$ cat src/rtl/regfile_wb_arbiter_pkg.sv
// Shared RV32 register-file types for the writeback arbiter slice.
package rv32_pkg;
    localparam int XLEN = 32;

    typedef logic [4:0] reg_addr_t;

    localparam reg_addr_t REG_ZERO = 5'd0;

    typedef struct packed {
        reg_addr_t       rd;
        logic [XLEN-1:0] data;
    } wb_entry_t;
endpackage

$ cat src/rtl/regfile_wb_arbiter_if.sv
// Core-side bundle of the writeback arbiter: writeback, long-latency return, decode and regfile port.
interface regfile_wb_arbiter_if;
    import rv32_pkg::*;

    logic            wb_valid;
    reg_addr_t       wb_rd;
    logic [XLEN-1:0] wb_data;
    logic            lat_alloc_valid;
    reg_addr_t       lat_alloc_rd;
    logic            lat_alloc_ok;
    logic            lat_valid;
    logic            lat_ready;
    reg_addr_t       lat_rd;
    logic [XLEN-1:0] lat_data;
    reg_addr_t       rs1_addr;
    reg_addr_t       rs2_addr;
    logic            rs1_used;
    logic            rs2_used;
    logic            core_stall;
    logic            reg_we;
    reg_addr_t       rd_addr;
    logic [XLEN-1:0] rd_wdata;

    modport master (
        output wb_valid, wb_rd, wb_data, lat_alloc_valid, lat_alloc_rd,
               lat_valid, lat_rd, lat_data, rs1_addr, rs2_addr, rs1_used, rs2_used,
        input  lat_alloc_ok, lat_ready, core_stall, reg_we, rd_addr, rd_wdata
    );

    modport slave (
        input  wb_valid, wb_rd, wb_data, lat_alloc_valid, lat_alloc_rd,
               lat_valid, lat_rd, lat_data, rs1_addr, rs2_addr, rs1_used, rs2_used,
        output lat_alloc_ok, lat_ready, core_stall, reg_we, rd_addr, rd_wdata
    );
endinterface

$ cat src/rtl/regfile_wb_arbiter_wb_fifo.sv
// Synchronous FIFO of pending secondary writebacks; storage is not reset, only the pointers.
module wb_fifo
    import rv32_pkg::*;
#(
    parameter int DEPTH = 4
) (
    input  logic      clk,
    input  logic      rst_n,
    input  logic      i_push,
    input  wb_entry_t i_push_data,
    input  logic      i_pop,
    output wb_entry_t o_head,
    output logic      o_full,
    output logic      o_empty
);
    localparam int AW = $clog2(DEPTH);
    localparam int CW = AW + 1;

    wb_entry_t         r_mem [DEPTH];
    logic [AW-1:0]     r_wr_ptr;
    logic [AW-1:0]     r_rd_ptr;
    logic [CW-1:0]     r_count;
    logic              w_push;
    logic              w_pop;

    assign o_full  = (r_count == CW'(DEPTH));
    assign o_empty = (r_count == '0);
    assign w_push  = i_push & ~o_full;
    assign w_pop   = i_pop & ~o_empty;
    assign o_head  = r_mem[r_rd_ptr];

    // DEPTH is a power of two, so pointers wrap by natural overflow
    always_ff @(posedge clk or negedge rst_n) begin
        if (!rst_n) begin
            r_wr_ptr <= '0;
            r_rd_ptr <= '0;
            r_count  <= '0;
        end else begin
            if (w_push) r_wr_ptr <= r_wr_ptr + AW'(1);
            if (w_pop)  r_rd_ptr <= r_rd_ptr + AW'(1);
            case ({w_push, w_pop})
                2'b10:   r_count <= r_count + CW'(1);
                2'b01:   r_count <= r_count - CW'(1);
                default: r_count <= r_count;
            endcase
        end
    end

    always_ff @(posedge clk) begin
        if (w_push) r_mem[r_wr_ptr] <= i_push_data;
    end
endmodule

$ cat src/rtl/regfile_wb_arbiter.sv
// Arbitrates the register-file write port between core writeback (priority) and a buffered
// long-latency return path, with a busy scoreboard driving the core stall.
module regfile_wb_arbiter
    import rv32_pkg::*;
#(
    parameter int FIFO_DEPTH = 4,
    parameter int MAX_WAIT   = 8
) (
    input  logic                 clk,
    input  logic                 rst_n,
    regfile_wb_arbiter_if.slave  bus
);
    localparam int WW = $clog2(MAX_WAIT + 1);

    logic          r_run;
    logic [31:0]   r_busy;
    logic [WW-1:0] r_wait;
    logic [31:0]   w_busy_nxt;
    wb_entry_t     w_head;
    wb_entry_t     w_push_data;
    logic          w_full;
    logic          w_empty;
    logic          w_push;
    logic          w_pop;
    logic          w_alloc_set;
    logic          w_hz;
    logic          w_force;

    function automatic logic rs_hazard(input reg_addr_t rs, input logic used,
                                       input logic [31:0] busy, input logic head_now,
                                       input reg_addr_t head_rd);
        return used & (rs != REG_ZERO) & busy[rs] & ~(head_now & (head_rd == rs));
    endfunction

    assign bus.lat_ready = r_run & ~w_full;
    assign w_push        = bus.lat_valid & bus.lat_ready;
    assign w_push_data   = '{rd: bus.lat_rd, data: bus.lat_data};
    assign w_pop         = r_run & ~bus.wb_valid & ~w_empty;

    wb_fifo #(.DEPTH(FIFO_DEPTH)) u_fifo (
        .clk         (clk),
        .rst_n       (rst_n),
        .i_push      (w_push),
        .i_push_data (w_push_data),
        .i_pop       (w_pop),
        .o_head      (w_head),
        .o_full      (w_full),
        .o_empty     (w_empty)
    );

    always_comb begin
        bus.reg_we   = 1'b0;
        bus.rd_addr  = REG_ZERO;
        bus.rd_wdata = '0;
        if (r_run && bus.wb_valid) begin
            bus.reg_we   = (bus.wb_rd != REG_ZERO);
            bus.rd_addr  = bus.wb_rd;
            bus.rd_wdata = bus.wb_data;
        end else if (w_pop) begin
            bus.reg_we   = (w_head.rd != REG_ZERO);
            bus.rd_addr  = w_head.rd;
            bus.rd_wdata = w_head.data;
        end
    end

    assign bus.lat_alloc_ok = r_run & ((bus.lat_alloc_rd == REG_ZERO) | ~r_busy[bus.lat_alloc_rd]);
    assign w_alloc_set      = bus.lat_alloc_valid & bus.lat_alloc_ok & (bus.lat_alloc_rd != REG_ZERO);

    // Clear first so a same-cycle reservation of the retiring register survives
    always_comb begin
        w_busy_nxt = r_busy;
        if (w_pop)       w_busy_nxt[w_head.rd]          = 1'b0;
        if (w_alloc_set) w_busy_nxt[bus.lat_alloc_rd]   = 1'b1;
        w_busy_nxt[0] = 1'b0;
    end

    // Head exclusion uses FIFO occupancy rather than wb_valid, keeping stall free of a loop through the core
    assign w_hz = rs_hazard(bus.rs1_addr, bus.rs1_used, r_busy, ~w_empty, w_head.rd)
                | rs_hazard(bus.rs2_addr, bus.rs2_used, r_busy, ~w_empty, w_head.rd);
    assign w_force        = (r_wait == WW'(MAX_WAIT));
    assign bus.core_stall = ~r_run | w_hz | w_force;

    always_ff @(posedge clk or negedge rst_n) begin
        if (!rst_n) begin
            r_run  <= 1'b0;
            r_busy <= '0;
            r_wait <= '0;
        end else begin
            r_run  <= 1'b1;
            r_busy <= w_busy_nxt;
            if (w_empty || w_pop)
                r_wait <= '0;
            else if (bus.wb_valid && !w_force)
                r_wait <= r_wait + WW'(1);
        end
    end
endmodule

$ cat src/flat_wrapper.sv
// flat-port wrapper written by rule: the top's interface ports become plain ports
module regfile_wb_arbiter_flat import rv32_pkg::*;
#(
    parameter int FIFO_DEPTH = 4,
    parameter int MAX_WAIT   = 8
)
  (clk, rst_n, bus_wb_valid, bus_wb_rd, bus_wb_data, bus_lat_alloc_valid, bus_lat_alloc_rd, bus_lat_valid, bus_lat_rd, bus_lat_data, bus_rs1_addr, bus_rs2_addr, bus_rs1_used, bus_rs2_used, bus_lat_alloc_ok, bus_lat_ready, bus_core_stall, bus_reg_we, bus_rd_addr, bus_rd_wdata);
  regfile_wb_arbiter_if bus_i ();
  input  logic clk;
  input  logic rst_n;
  input wire logic [$bits(bus_i.wb_valid)-1:0] bus_wb_valid;
  input wire logic [$bits(bus_i.wb_rd)-1:0] bus_wb_rd;
  input wire logic [$bits(bus_i.wb_data)-1:0] bus_wb_data;
  input wire logic [$bits(bus_i.lat_alloc_valid)-1:0] bus_lat_alloc_valid;
  input wire logic [$bits(bus_i.lat_alloc_rd)-1:0] bus_lat_alloc_rd;
  input wire logic [$bits(bus_i.lat_valid)-1:0] bus_lat_valid;
  input wire logic [$bits(bus_i.lat_rd)-1:0] bus_lat_rd;
  input wire logic [$bits(bus_i.lat_data)-1:0] bus_lat_data;
  input wire logic [$bits(bus_i.rs1_addr)-1:0] bus_rs1_addr;
  input wire logic [$bits(bus_i.rs2_addr)-1:0] bus_rs2_addr;
  input wire logic [$bits(bus_i.rs1_used)-1:0] bus_rs1_used;
  input wire logic [$bits(bus_i.rs2_used)-1:0] bus_rs2_used;
  output wire logic [$bits(bus_i.lat_alloc_ok)-1:0] bus_lat_alloc_ok;
  output wire logic [$bits(bus_i.lat_ready)-1:0] bus_lat_ready;
  output wire logic [$bits(bus_i.core_stall)-1:0] bus_core_stall;
  output wire logic [$bits(bus_i.reg_we)-1:0] bus_reg_we;
  output wire logic [$bits(bus_i.rd_addr)-1:0] bus_rd_addr;
  output wire logic [$bits(bus_i.rd_wdata)-1:0] bus_rd_wdata;
  assign bus_i.wb_valid = bus_wb_valid;
  assign bus_i.wb_rd = bus_wb_rd;
  assign bus_i.wb_data = bus_wb_data;
  assign bus_i.lat_alloc_valid = bus_lat_alloc_valid;
  assign bus_i.lat_alloc_rd = bus_lat_alloc_rd;
  assign bus_i.lat_valid = bus_lat_valid;
  assign bus_i.lat_rd = bus_lat_rd;
  assign bus_i.lat_data = bus_lat_data;
  assign bus_i.rs1_addr = bus_rs1_addr;
  assign bus_i.rs2_addr = bus_rs2_addr;
  assign bus_i.rs1_used = bus_rs1_used;
  assign bus_i.rs2_used = bus_rs2_used;
  assign bus_lat_alloc_ok = bus_i.lat_alloc_ok;
  assign bus_lat_ready = bus_i.lat_ready;
  assign bus_core_stall = bus_i.core_stall;
  assign bus_reg_we = bus_i.reg_we;
  assign bus_rd_addr = bus_i.rd_addr;
  assign bus_rd_wdata = bus_i.rd_wdata;
  regfile_wb_arbiter #(.FIFO_DEPTH(FIFO_DEPTH), .MAX_WAIT(MAX_WAIT)) u_core (.clk(clk), .rst_n(rst_n), .bus(bus_i));
endmodule
$ cat config.mk
export PLATFORM = sky130hd
export DESIGN_NAME = regfile_wb_arbiter_flat
export DESIGN_NICKNAME = d
export VERILOG_FILES = /design/src/rtl/regfile_wb_arbiter_pkg.sv /design/src/rtl/regfile_wb_arbiter_if.sv /design/src/rtl/regfile_wb_arbiter_wb_fifo.sv /design/src/rtl/regfile_wb_arbiter.sv /design/src/flat_wrapper.sv
export SDC_FILE = /design/constraint.sdc
export NUM_CORES = 1
export LEC_CHECK = 0
export CORE_MARGIN = 1.5
export CORE_UTILIZATION = 30
export DETAILED_ROUTE_END_ITERATION = 16
export PLACE_DENSITY = 0.52
export RECOVER_POWER = 50
export SLEW_MARGIN = 20
export SYNTH_ARGS = -nofsm -noshare
export SYNTH_HDL_FRONTEND = slang
export SYNTH_SLANG_ARGS = --single-unit
export TNS_END_PERCENT = 1
$ cat constraint.sdc
create_clock -name clk -period 3.15 [get_ports clk]
set_clock_uncertainty 0.2 [all_clocks]
set_input_delay 0.63 -clock clk [delete_from_list [all_inputs] [get_ports clk]]
set_output_delay 0.63 -clock clk [all_outputs]
set_load 0.01 [all_outputs]
# Word level (Yosys, flattened, before mapping)
# Memory sizes are Yosys's and may differ from the RTL's.
# Index checks and enable logic that the tools add are counted.
[word_totals]
ff_bits = 43
ramBits = 148
input_bits = 96
mem_count = 1
[memory_table]
columns = ["memory", "depth", "width", "rd", "rd_clocked_by_memory_dff", "wr", "line_no", "text"]
rows = [
  ["u_core.u_fifo.r_mem", 4, 37, 1, 0, 1, "regfile_wb_arbiter_wb_fifo.sv:19", "wb_entry_t r_mem [DEPTH];"],
]
[op_classes]
addsub = 5
magnitude_cmp = 6
eq_ne = 6
n_mux = 23
n_bitwise = 31
n_reduce_logical = 15
[op_table]
columns = ["op", "n"]
rows = [
  ["$mux 32", 4],
  ["$and 32x32->32", 1],
  ["$not 32->32", 1],
  ["$or 32x32->32", 1],
  ["$reduce_bool 5->1", 5],
  ["$lt 5x6->1 const B", 4],
  ["$and 1x1->1", 17],
  ["$bmux 1 s5", 3],
  ["$demux 1 s5", 2],
  ["$eq 5x5->1", 2],
  ["$ge 5x1->1 const B", 2],
  ["$mux 5", 2],
  ["$mux 1", 9],
  ["$mux 4", 2],
  ["$not 1->1", 7],
  ["$pmux 3 s2", 1],
  ["$logic_not 5->1", 1],
  ["$add 2x1->2 const B", 2],
  ["$add 4x1->4 const B", 1],
  ["$eq 4x4->1 const B", 1],
  ["$logic_and 1x1->1", 4],
  ["$or 1x1->1", 4],
  ["$reduce_bool 2->1", 2],
  ["$add 3x1->3 const B", 1],
  ["other kinds (7)", 7],
]

# Logic depth before layout (Yosys ltp)
# Gate-level depths: netlist of the first run.
# An unclocked memory read counts as a cell.
[logic_depth]
depth_word = 10
ltp_mapped = 10

# Hierarchy
# From an unflattened synthesis of the first run, not the netlist that was laid out.
[unflattened]
hier_cells = 555
hier_area_um2 = 8822.2
[modules_own_cells]
columns = ["mod", "instances", "cells_each", "area_each_um2"]
rows = [
  ["wb_fifo", 1, 230, 5755.5],
  ["regfile_wb_arbiter", 1, 325, 3066.7],
]

# Least setup slack after synthesis of the first run
# Ideal clock, no wire load.
[synth_path]
kind = "input-to-output"
start = "input port bus_lat_alloc_rd[1]"
end = "output port bus_lat_alloc_ok"
arrival_time_ps = 2597
t_required_ps = 2320
slack_ps = -277
path_stages = 9
path_buffers = 4
cell_sequence = "clkbuf_1 > buf_2 > mux4_2 > a22oi_2 > o311ai_1 > or4_1 > buf_6 > buf_6 > inv_1"
[synth_via]
elab_chain_cells = 5
[synth_rtl]
columns = ["item", "line_no", "text"]
rows = [
  ["start, declared", "flat_wrapper.sv:15", "input wire logic [$bits(bus_i.lat_alloc_rd)-1:0] bus_lat_alloc_rd;"],
  ["$bmux 1 s5", "regfile_wb_arbiter.sv:66", "assign bus.lat_alloc_ok = r_run & ((bus.lat_alloc_rd == REG_ZERO) | ~r_busy[bus.lat_alloc_rd]);"],
  ["$mux 1 (not written as such)", "regfile_wb_arbiter.sv:66", ""],
  ["$not 1->1", "regfile_wb_arbiter.sv:66", ""],
  ["$or 1x1->1 (*)", "regfile_wb_arbiter.sv:66", ""],
  ["$and 1x1->1 (*)", "regfile_wb_arbiter.sv:66", ""],
  ["end, declared", "flat_wrapper.sv:23", "output wire logic [$bits(bus_i.lat_alloc_ok)-1:0] bus_lat_alloc_ok;"],
]
# Every way passes the cells marked *; elsewhere a longest branch is shown, timed or not. The select of a mux whose other input is x is not followed.

# Final worst setup path of the first run
[layout_path]
start = "register u_core.u_fifo.r_rd_ptr[0]"
end = "output port bus_core_stall"
[layout_via]
elab_chain_cells = 8
[layout_rtl]
columns = ["item", "line_no", "text"]
rows = [
  ["start, declared", "regfile_wb_arbiter_wb_fifo.sv:21", "logic [AW-1:0] r_rd_ptr;"],
  ["start signal, assigned", "regfile_wb_arbiter_wb_fifo.sv:40", "if (w_pop) r_rd_ptr <= r_rd_ptr + AW'(1);"],
  ["$mem_v2 4x37 (*)", "n/a", ""],
  ["$eq 5x5->1", "regfile_wb_arbiter.sv:32", "return used & (rs != REG_ZERO) & busy[rs] & ~(head_now & (head_rd == rs));"],
  ["$and 1x1->1", "regfile_wb_arbiter.sv:32", ""],
  ["$not 1->1", "regfile_wb_arbiter.sv:32", ""],
  ["$and 1x1->1", "regfile_wb_arbiter.sv:32", ""],
  ["$or 1x1->1 (*)", "regfile_wb_arbiter.sv:79", "| rs_hazard(bus.rs2_addr, bus.rs2_used, r_busy, ~w_empty, w_head.rd);"],
  ["$or 1x1->1 (*) (2 in series)", "regfile_wb_arbiter.sv:81", "assign bus.core_stall = ~r_run | w_hz | w_force;"],
  ["end, declared", "flat_wrapper.sv:25", "output wire logic [$bits(bus_i.core_stall)-1:0] bus_core_stall;"],
]
# Every way passes the cells marked *; elsewhere a longest branch is shown, timed or not.

==> summary.txt, run 1 <==
total track usage: 16.0%
GR Util met3: 4.63%
Post-Syn Nets: 637
htree depth: 4
Nets: 850
Post-synth EDFFs: 148
Clock transition at path regs: 0.08 ns
Post-Synth XOR/XNOR Area: 1.80%
R2R setup slack: 0.43 ns
Initial DRC Count: 501
largest area contributor in the netlist: edfxtp_1
Least-Margin Pin Slew: 1.22 ns
# fillers: 2650
# DRC: 0
leading post-synthesis cells by cell area: edfxtp_1, mux4_2, dfrtp_1
Via Count: 5816
placeable core region: 0.0287 mm^2
Fin. Hold Viols: 0
critical path endpoint category: output pin
count leader, synth: edfxtp_1
flop and latch count out of synthesis: 191
Synthesis Warnings: 0
Cell Pwr Density: 753 mW/mm^2
Die Y: 174 um
Initial Util: 30.5%
Die Wd: 174 um
post-synth cell types: 48
largest net degree at the start of global routing: 35
Top-Level Pins: 137
LEAKAGE: 4.36 nW
worst setup path end: bus_core_stall
worst setup margin: -0.117 ns
failing checks: setup timing
mux cell area share after synthesis: 17.2%
origin of the critical flop-to-flop path: u_core.r_busy[14]
CP Launch Point: u_core.u_fifo.r_rd_ptr[0]
WL/cell: 20.6 um
Max-cap violations: 0
Relative slew margins: 18.4%
min-delay worst type: register to register
Total Power: 0.00896 W
r2r endpoint: u_core.r_busy[6]
dpl ws: -1.01 ns
Compound-Gate Fraction of Synth Area: 9.06%
Rows: 62
gr busiest metal: met2
cells after synthesis: 533
Post-synth top cells: edfxtp_1, mux4_2, o21ai_0
initial antenna violation count: 7
Port Buffer Count: 136
number of routed nets with antenna violations: 0
Worst Setup Start Kind: register
crit path kind: register to output pin
Area Growth Syn to Fin: 36.1%
worst path arrival time: 2.44 ns
DR vias/cell: 5.07
met1 Resource Use GR: 21.3%
TritonCTS buffer count: 17
R2R cell count: 6
CTS Root Buffer Type: clkbuf_16
routability cong.: 0.915
Post-Syn Area: 0.00874 mm^2
Post-Route WL: 23600 um
VDD IR-drop max: 0.000416 V
outcome: finished, violations left
CTS tree: built
first-pass GRT wire length: 36100 um
Synth Flop Type: edfxtp_1
top achievable clock speed: 306 MHz
drt first pass iters: 5
unrepaired setup endpoints after global routing: yes
CTS Buffer Depth: 2
vias in the first global route: 6022
GRT overflow: 0
Adder-Cell Fraction of Synth Area: 1.23%
final worst path period share: 104%
count of pins over their slew limit: 0
syn_area_per_cell: 16.4 um^2
layout cells sized above 1: 28.7%
DP Wirelength: 16700 um
post-synthesis sequential area ratio: 63.1%
clk sink count: 191
Final setup viols: 12
simple-gate area share of the yosys netlist: 5.21%
worst-skew pair later-pin latency: 0.44 ns
total die area: 0.0302 mm^2
Synth top area share: 50.8%
routing usage on met2: 25.5%
Final min period: 3.27 ns
required time of the critical path: 2.32 ns
largest family of logic cells by synthesized area: multiplexers
Async SR Flop Fraction: 22.5%
Critical Path Fanout Max: 5
-- layout by cell type (no fill, tap or decap), drive strengths merged, types with 3 or more instances in the layout --
cell type	n
ha	7
xor2	6
buf	88
clkbuf	35
nor3	3
inv	24
clkdlybuf4s15	11
nor2b	5
clkinv	6
diode	4
dlygate4sd3	38
nand2b	7
a21bo	3
o31ai	17
mux4	59
nand3	5
dlygate4sd2	8
nor2	9
edfxtp	148
mux2i	14
dfrtp	43
and3	4
nand3b	7
nand4	4
xnor2	12
o21ai	44
clkdlybuf4s50	61
nand2	20
a22o	37
and2	3
-- power breakdown --
part	leakage (nW)	internal [W]	switching, W	total (W)
Combinational	2.17	0.00176	0.00154	0.00330
Sequential	1.89	0.00316	0.000330	0.00349
Clock	0.300	0.00109	0.00108	0.00217
Total	4.36	0.00602	0.00295	0.00896
-- flip-flops by register name, summed over array words and instances (netlist names) --
register                cells
u_core.r_run                1
u_core.u_fifo.r_rd_ptr      2
u_core.u_fifo.r_wr_ptr      2
u_core.r_wait               4
u_core.r_busy              31
u_core.u_fifo.r_mem       148
u_core.u_fifo.r_count       3
-- through the flow --
stage | util, % | std cells | hold slack (ns) | setup TNS [ns] | instance area, um^2
6_report | 41.5 | 1147 | 0.299 | -0.571 | 11900
5_1_grt | 41.4 | 1144 | 0.330 | -1.82 | 11900
4_1_cts | 41.5 | 1141 | 0.299 | -1.24 | 11900
3_5_place_dp | 38.7 | 1094 | 0.289 | -12.16 | 11100
3_3_place_gp | 38.7 | 1094 | 0.278 | -10.61 | 11100
2_1_floorplan | - | 533 | 0.134 | 0 | 8760
-- what timing repair did --
item                                    in CTS  in global routing
endpoints found under the setup margin      41                 13
cloned                                       2                  0
setup buffers                               12                  2
pin swaps                                    8                  1
hold endpoints to repair                    10                  0
gates resized for setup                     78                 39
hold buffers                                 1                  0
-- per-layer routing --
metal,share of wire (%),up-vias
li1,-,2601
met1,44,2954
met2,48,228
met3,7.1,29
met4,1.2,4
met5,0.097,-
-- critical path: stages, from the launching register on --
cell     delay [ns]
dfrtp_2        0.43
buf_6          0.16
mux4_2         0.57
buf_6          0.15
xnor2_1        0.11
nand4_1        0.08
nor4_2         0.04
o32ai_1        0.28
buf_2          0.19
-- worst min path at each step --
stage	from	endpoint	slack, ns	cells after the start
2_1_floorplan	rst_n	u_core.r_busy[10]	0.13	0
3_3_place_gp	u_core.u_fifo.r_count[2]	u_core.u_fifo.r_count[2]	0.28	1
3_5_place_dp	u_core.u_fifo.r_count[0]	u_core.u_fifo.r_count[0]	0.29	1
4_1_cts	u_core.u_fifo.r_count[0]	u_core.u_fifo.r_count[0]	0.30	1
5_1_grt	u_core.u_fifo.r_count[0]	u_core.u_fifo.r_count[0]	0.33	1
6_report	u_core.u_fifo.r_count[0]	u_core.u_fifo.r_count[0]	0.30	1
-- kinds of logic (layout without fill, tap and decap cells) --
family | Yosys count | in the layout
AO/OA/AOI/OAI | 112 | 112
XOR/XNOR | 18 | 18
adder cells (fa/ha/maj) | 8 | 8
buffers and inverters | 47 | 273
flip-flops | 191 | 191
multiplexers | 75 | 75
other | 1 | 5
AND/OR/NAND/NOR | 81 | 81
-- final cells by class --
| cell class | count | area, um^2 | area share (%) |
|---|---|---|---|
| Inverter | 15 | 56.3 | 0.473 |
| Timing Repair Buffer | 226 | 2140 | 18.0 |
| Clock inverter | 15 | 186 | 1.57 |
| Clock buffer | 17 | 425 | 3.58 |
| Sequential cell | 191 | 5520 | 46.4 |
| Antenna cell | 4 | 10.0 | 0.0841 |
| Multi-Input combinational cell | 295 | 3080 | 25.9 |
| Tap cell | 384 | 480 | 4.04 |
Power figures use the tool's default switching activity.
==> inputs of run 2 (changes only) <==
--- a/config.mk
+++ b/config.mk
@@ -5,10 +5,11 @@
 export SDC_FILE = /design/constraint.sdc
 export NUM_CORES = 1
 export LEC_CHECK = 0
+export CAP_MARGIN = 20
 export CORE_MARGIN = 1.5
 export CORE_UTILIZATION = 30
 export DETAILED_ROUTE_END_ITERATION = 16
-export PLACE_DENSITY = 0.52
+export PLACE_DENSITY = 0.51
 export RECOVER_POWER = 50
 export SLEW_MARGIN = 20
 export SYNTH_ARGS = -nofsm -noshare
==> constraint.sdc (replaced) <==
create_clock -name clk -period 3.42 [get_ports clk]
set_clock_uncertainty 0.2 [all_clocks]
set_input_delay 0.684 -clock clk [delete_from_list [all_inputs] [get_ports clk]]
set_output_delay 0.684 -clock clk [all_outputs]
set_load 0.01 [all_outputs]
==> run 2 against run 1 <==
Compared with the run above: the run ends with capacitance limit, slew limit, setup timing left; critical path depth is 1 lower; power decreased by 9.1%; non-clock buffer count is 21 lower; clock power down 6%; global-route usage is 0.29 points lower; via count fell by 2.3%; sequential share of layout area rose by 0.48 points; combinational power fell by 12%; wire length down 1.2%; clock-buffer cell count is the same; hold slack better by 0.013 ns; register-to-register slack better by 0.29 ns; critical endpoint unchanged.
==> summary.txt, run 2 (synthesis gave the netlist of run 1 again) <==
Cell Pwr Density: 692 mW/mm^2 (-8.1%)
Top-Level Pins: 137 (unchanged)
initial antenna violation count: 4 (-3)
top achievable clock speed: 291 MHz
total die area: 0.0302 mm^2 (unchanged)
worst setup margin: -0.0198 ns (+0.0968 ns)
area of the multi-input gates: 0.00310 mm^2 (+0.81%)
routability cong.: 0.882 (-3.6%)
Post-Route WL: 23300 um (-1.2%)
CTS hold repair buffers: 0 (-1)
Critical Path Fanout Max: 11 (+6)
DP Wirelength: 16000 um (-4.3%)
outcome: finished, violations left
critical path endpoint category: output pin
Layout Utilization: 41.0% (-0.43 points)
unrepaired setup endpoints after global routing: yes
Clock transition at path regs: 0.08 ns (about the same)
cells along the critical path: clkdlybuf4s50_1 > buf_12 > mux4_2 > mux2i_1 > mux4_2 > o32ai_2 > buf_2
Rows: 62 (unchanged)
routing usage on met2: 26.9% (+1.4 points)
GR Util met3: 4.30% (-0.33 points)
drt first pass iters: 6 (+1)
count of pins over their slew limit: 44 (+44)
worst-skew pair later-pin latency: 0.43 ns (about the same)
TritonCTS buffer count: 17 (unchanged)
layout cells sized above 1: 25.7% (-3.0 points)
max reg flops: 148 (unchanged)
CTS tree: built
Port Buffer Count: 136 (unchanged)
Worst Setup Start Kind: primary input
Hold Slack: 0.311 ns (+0.0125 ns)
Nets: 829 (-2.5%)
Final setup viols: 1 (-11)
most frequent CP cell: mux4_2
htree depth: 4 (unchanged)
Die Y: 174 um (unchanged)
DR vias/cell: 5.05 (-0.43%)
Total Power: 0.00815 W (-9.1%)
final worst path period share: 101%
# fillers: 2639 (-0.42%)
most common cell after layout, fill and taps aside: edfxtp_1
crit path kind: primary input to output pin
Fin. Hold Viols: 0 (unchanged)
Relative slew margins: -66.5% (-85 points)
VDD IR-drop max: 0.000323 V (-22%)
# DRC: 0 (unchanged)
CTS Buffer Depth: 2 (unchanged)
Initial DRC Count: 399 (-20%)
first-pass GRT wire length: 35700 um (-1.0%)
largest register by flop count: u_core.u_fifo.r_mem
met1 Resource Use GR: 19.6% (-1.7 points)
largest net degree at the start of global routing: 44 (+26%)
required time of the critical path: 2.54 ns (+0.22 ns)
placeable core region: 0.0287 mm^2 (unchanged)
Least-Margin Pin Slew: 2.50 ns (+1.27 ns)
gr busiest metal: met2
LEAKAGE: 4.21 nW (-3.5%)
most frequent cells in the layout: edfxtp_1, clkdlybuf4s50_1, mux4_2
Area Growth Syn to Fin: 34.7%
CTS Root Buffer Type: clkbuf_16
Max-cap violations: 1 (+1)
vias in the first global route: 6016 (-0.10%)
number of routed nets with antenna violations: 0 (unchanged)
min-delay worst type: register to register
Final min period: 3.44 ns
Via Count: 5685 (-2.3%)
Die Wd: 174 um (unchanged)
largest registers: u_core.u_fifo.r_mem (148), u_core.r_busy (31), u_core.r_wait (4)
worst path arrival time: 2.56 ns (+0.12 ns)
clk sink count: 191 (unchanged)
slowest CP cell: clkdlybuf4s50_1
register area: 0.00552 mm^2 (unchanged)
total track usage: 15.7% (-0.29 points)
GRT overflow: 0 (unchanged)
Initial Util: 30.5% (unchanged)
WL/cell: 20.7 um (+0.60%)
crit-path max cell delay: 0.51 ns (-0.06 ns)
failing checks: capacitance limit, slew limit, setup timing
## run 2: timing repair
action                                  CTS  global route
endpoints found under the setup margin   22            34
resized for setup                        35            15
setup buffers                             7             1
pin swaps                                 4             4
## run 2: path summary, 6_finish.rpt
kind                                          start                   endpoint  slack, ns  cells after the start
max reg2reg                            u_core.r_run  u_core.u_fifo.r_mem[3][5]       0.72                      4
min                        u_core.u_fifo.r_count[0]   u_core.u_fifo.r_count[0]       0.31                      1
min reg2reg                u_core.u_fifo.r_count[0]   u_core.u_fifo.r_count[0]       0.31                      1
max                                 bus_rs2_addr[0]             bus_core_stall      -0.02                      7
max in group asynchronous                     rst_n  u_core.u_fifo.r_rd_ptr[0]       0.58                      1
min in group asynchronous                     rst_n          u_core.r_busy[19]       0.81                      1
## run 2: worst max-delay path: cells and delay by family
kind / cells / cell delay, ns
AOI/OAI and AO/OA: 1 / 0.08
muxes: 3 / 0.95
buffers and inverters: 3 / 0.83
## run 2: report_power, final
part	internal (W)	switching (W)
Sequential	0.00292	0.000291
Combinational	0.00153	0.00137
Clock	0.00102	0.00102
## run 2: per-layer routing
metal	vias to the layer above	wire, um
met5	-	12
met4	2	292
met3	26	1390
met2	187	11700
met1	2927	9940
li1	2543	-
## run 2: stage by stage
step	setup slack, ns	instance area [um^2]	std cells	TNS, ns
floorplan	0.0310	8750	533	0
global placement	-0.895	11000	1082	-4.43
detailed placement	-0.900	11000	1082	-5.27
CTS	-0.0641	11700	1121	-0.838
global route	-0.0869	11800	1122	-0.187
finish	-0.0198	11800	1126	-0.0198
## run 2: layout make-up
type                       count  area share, %
clock buffer                  17           3.61
inverter                      15          0.478
antenna                        4         0.0850
sequential                   191           46.9
timing repair buffer         205           16.8
clock inverter                15           1.72
tap                          384           4.08
multi-input combinational    295           26.4
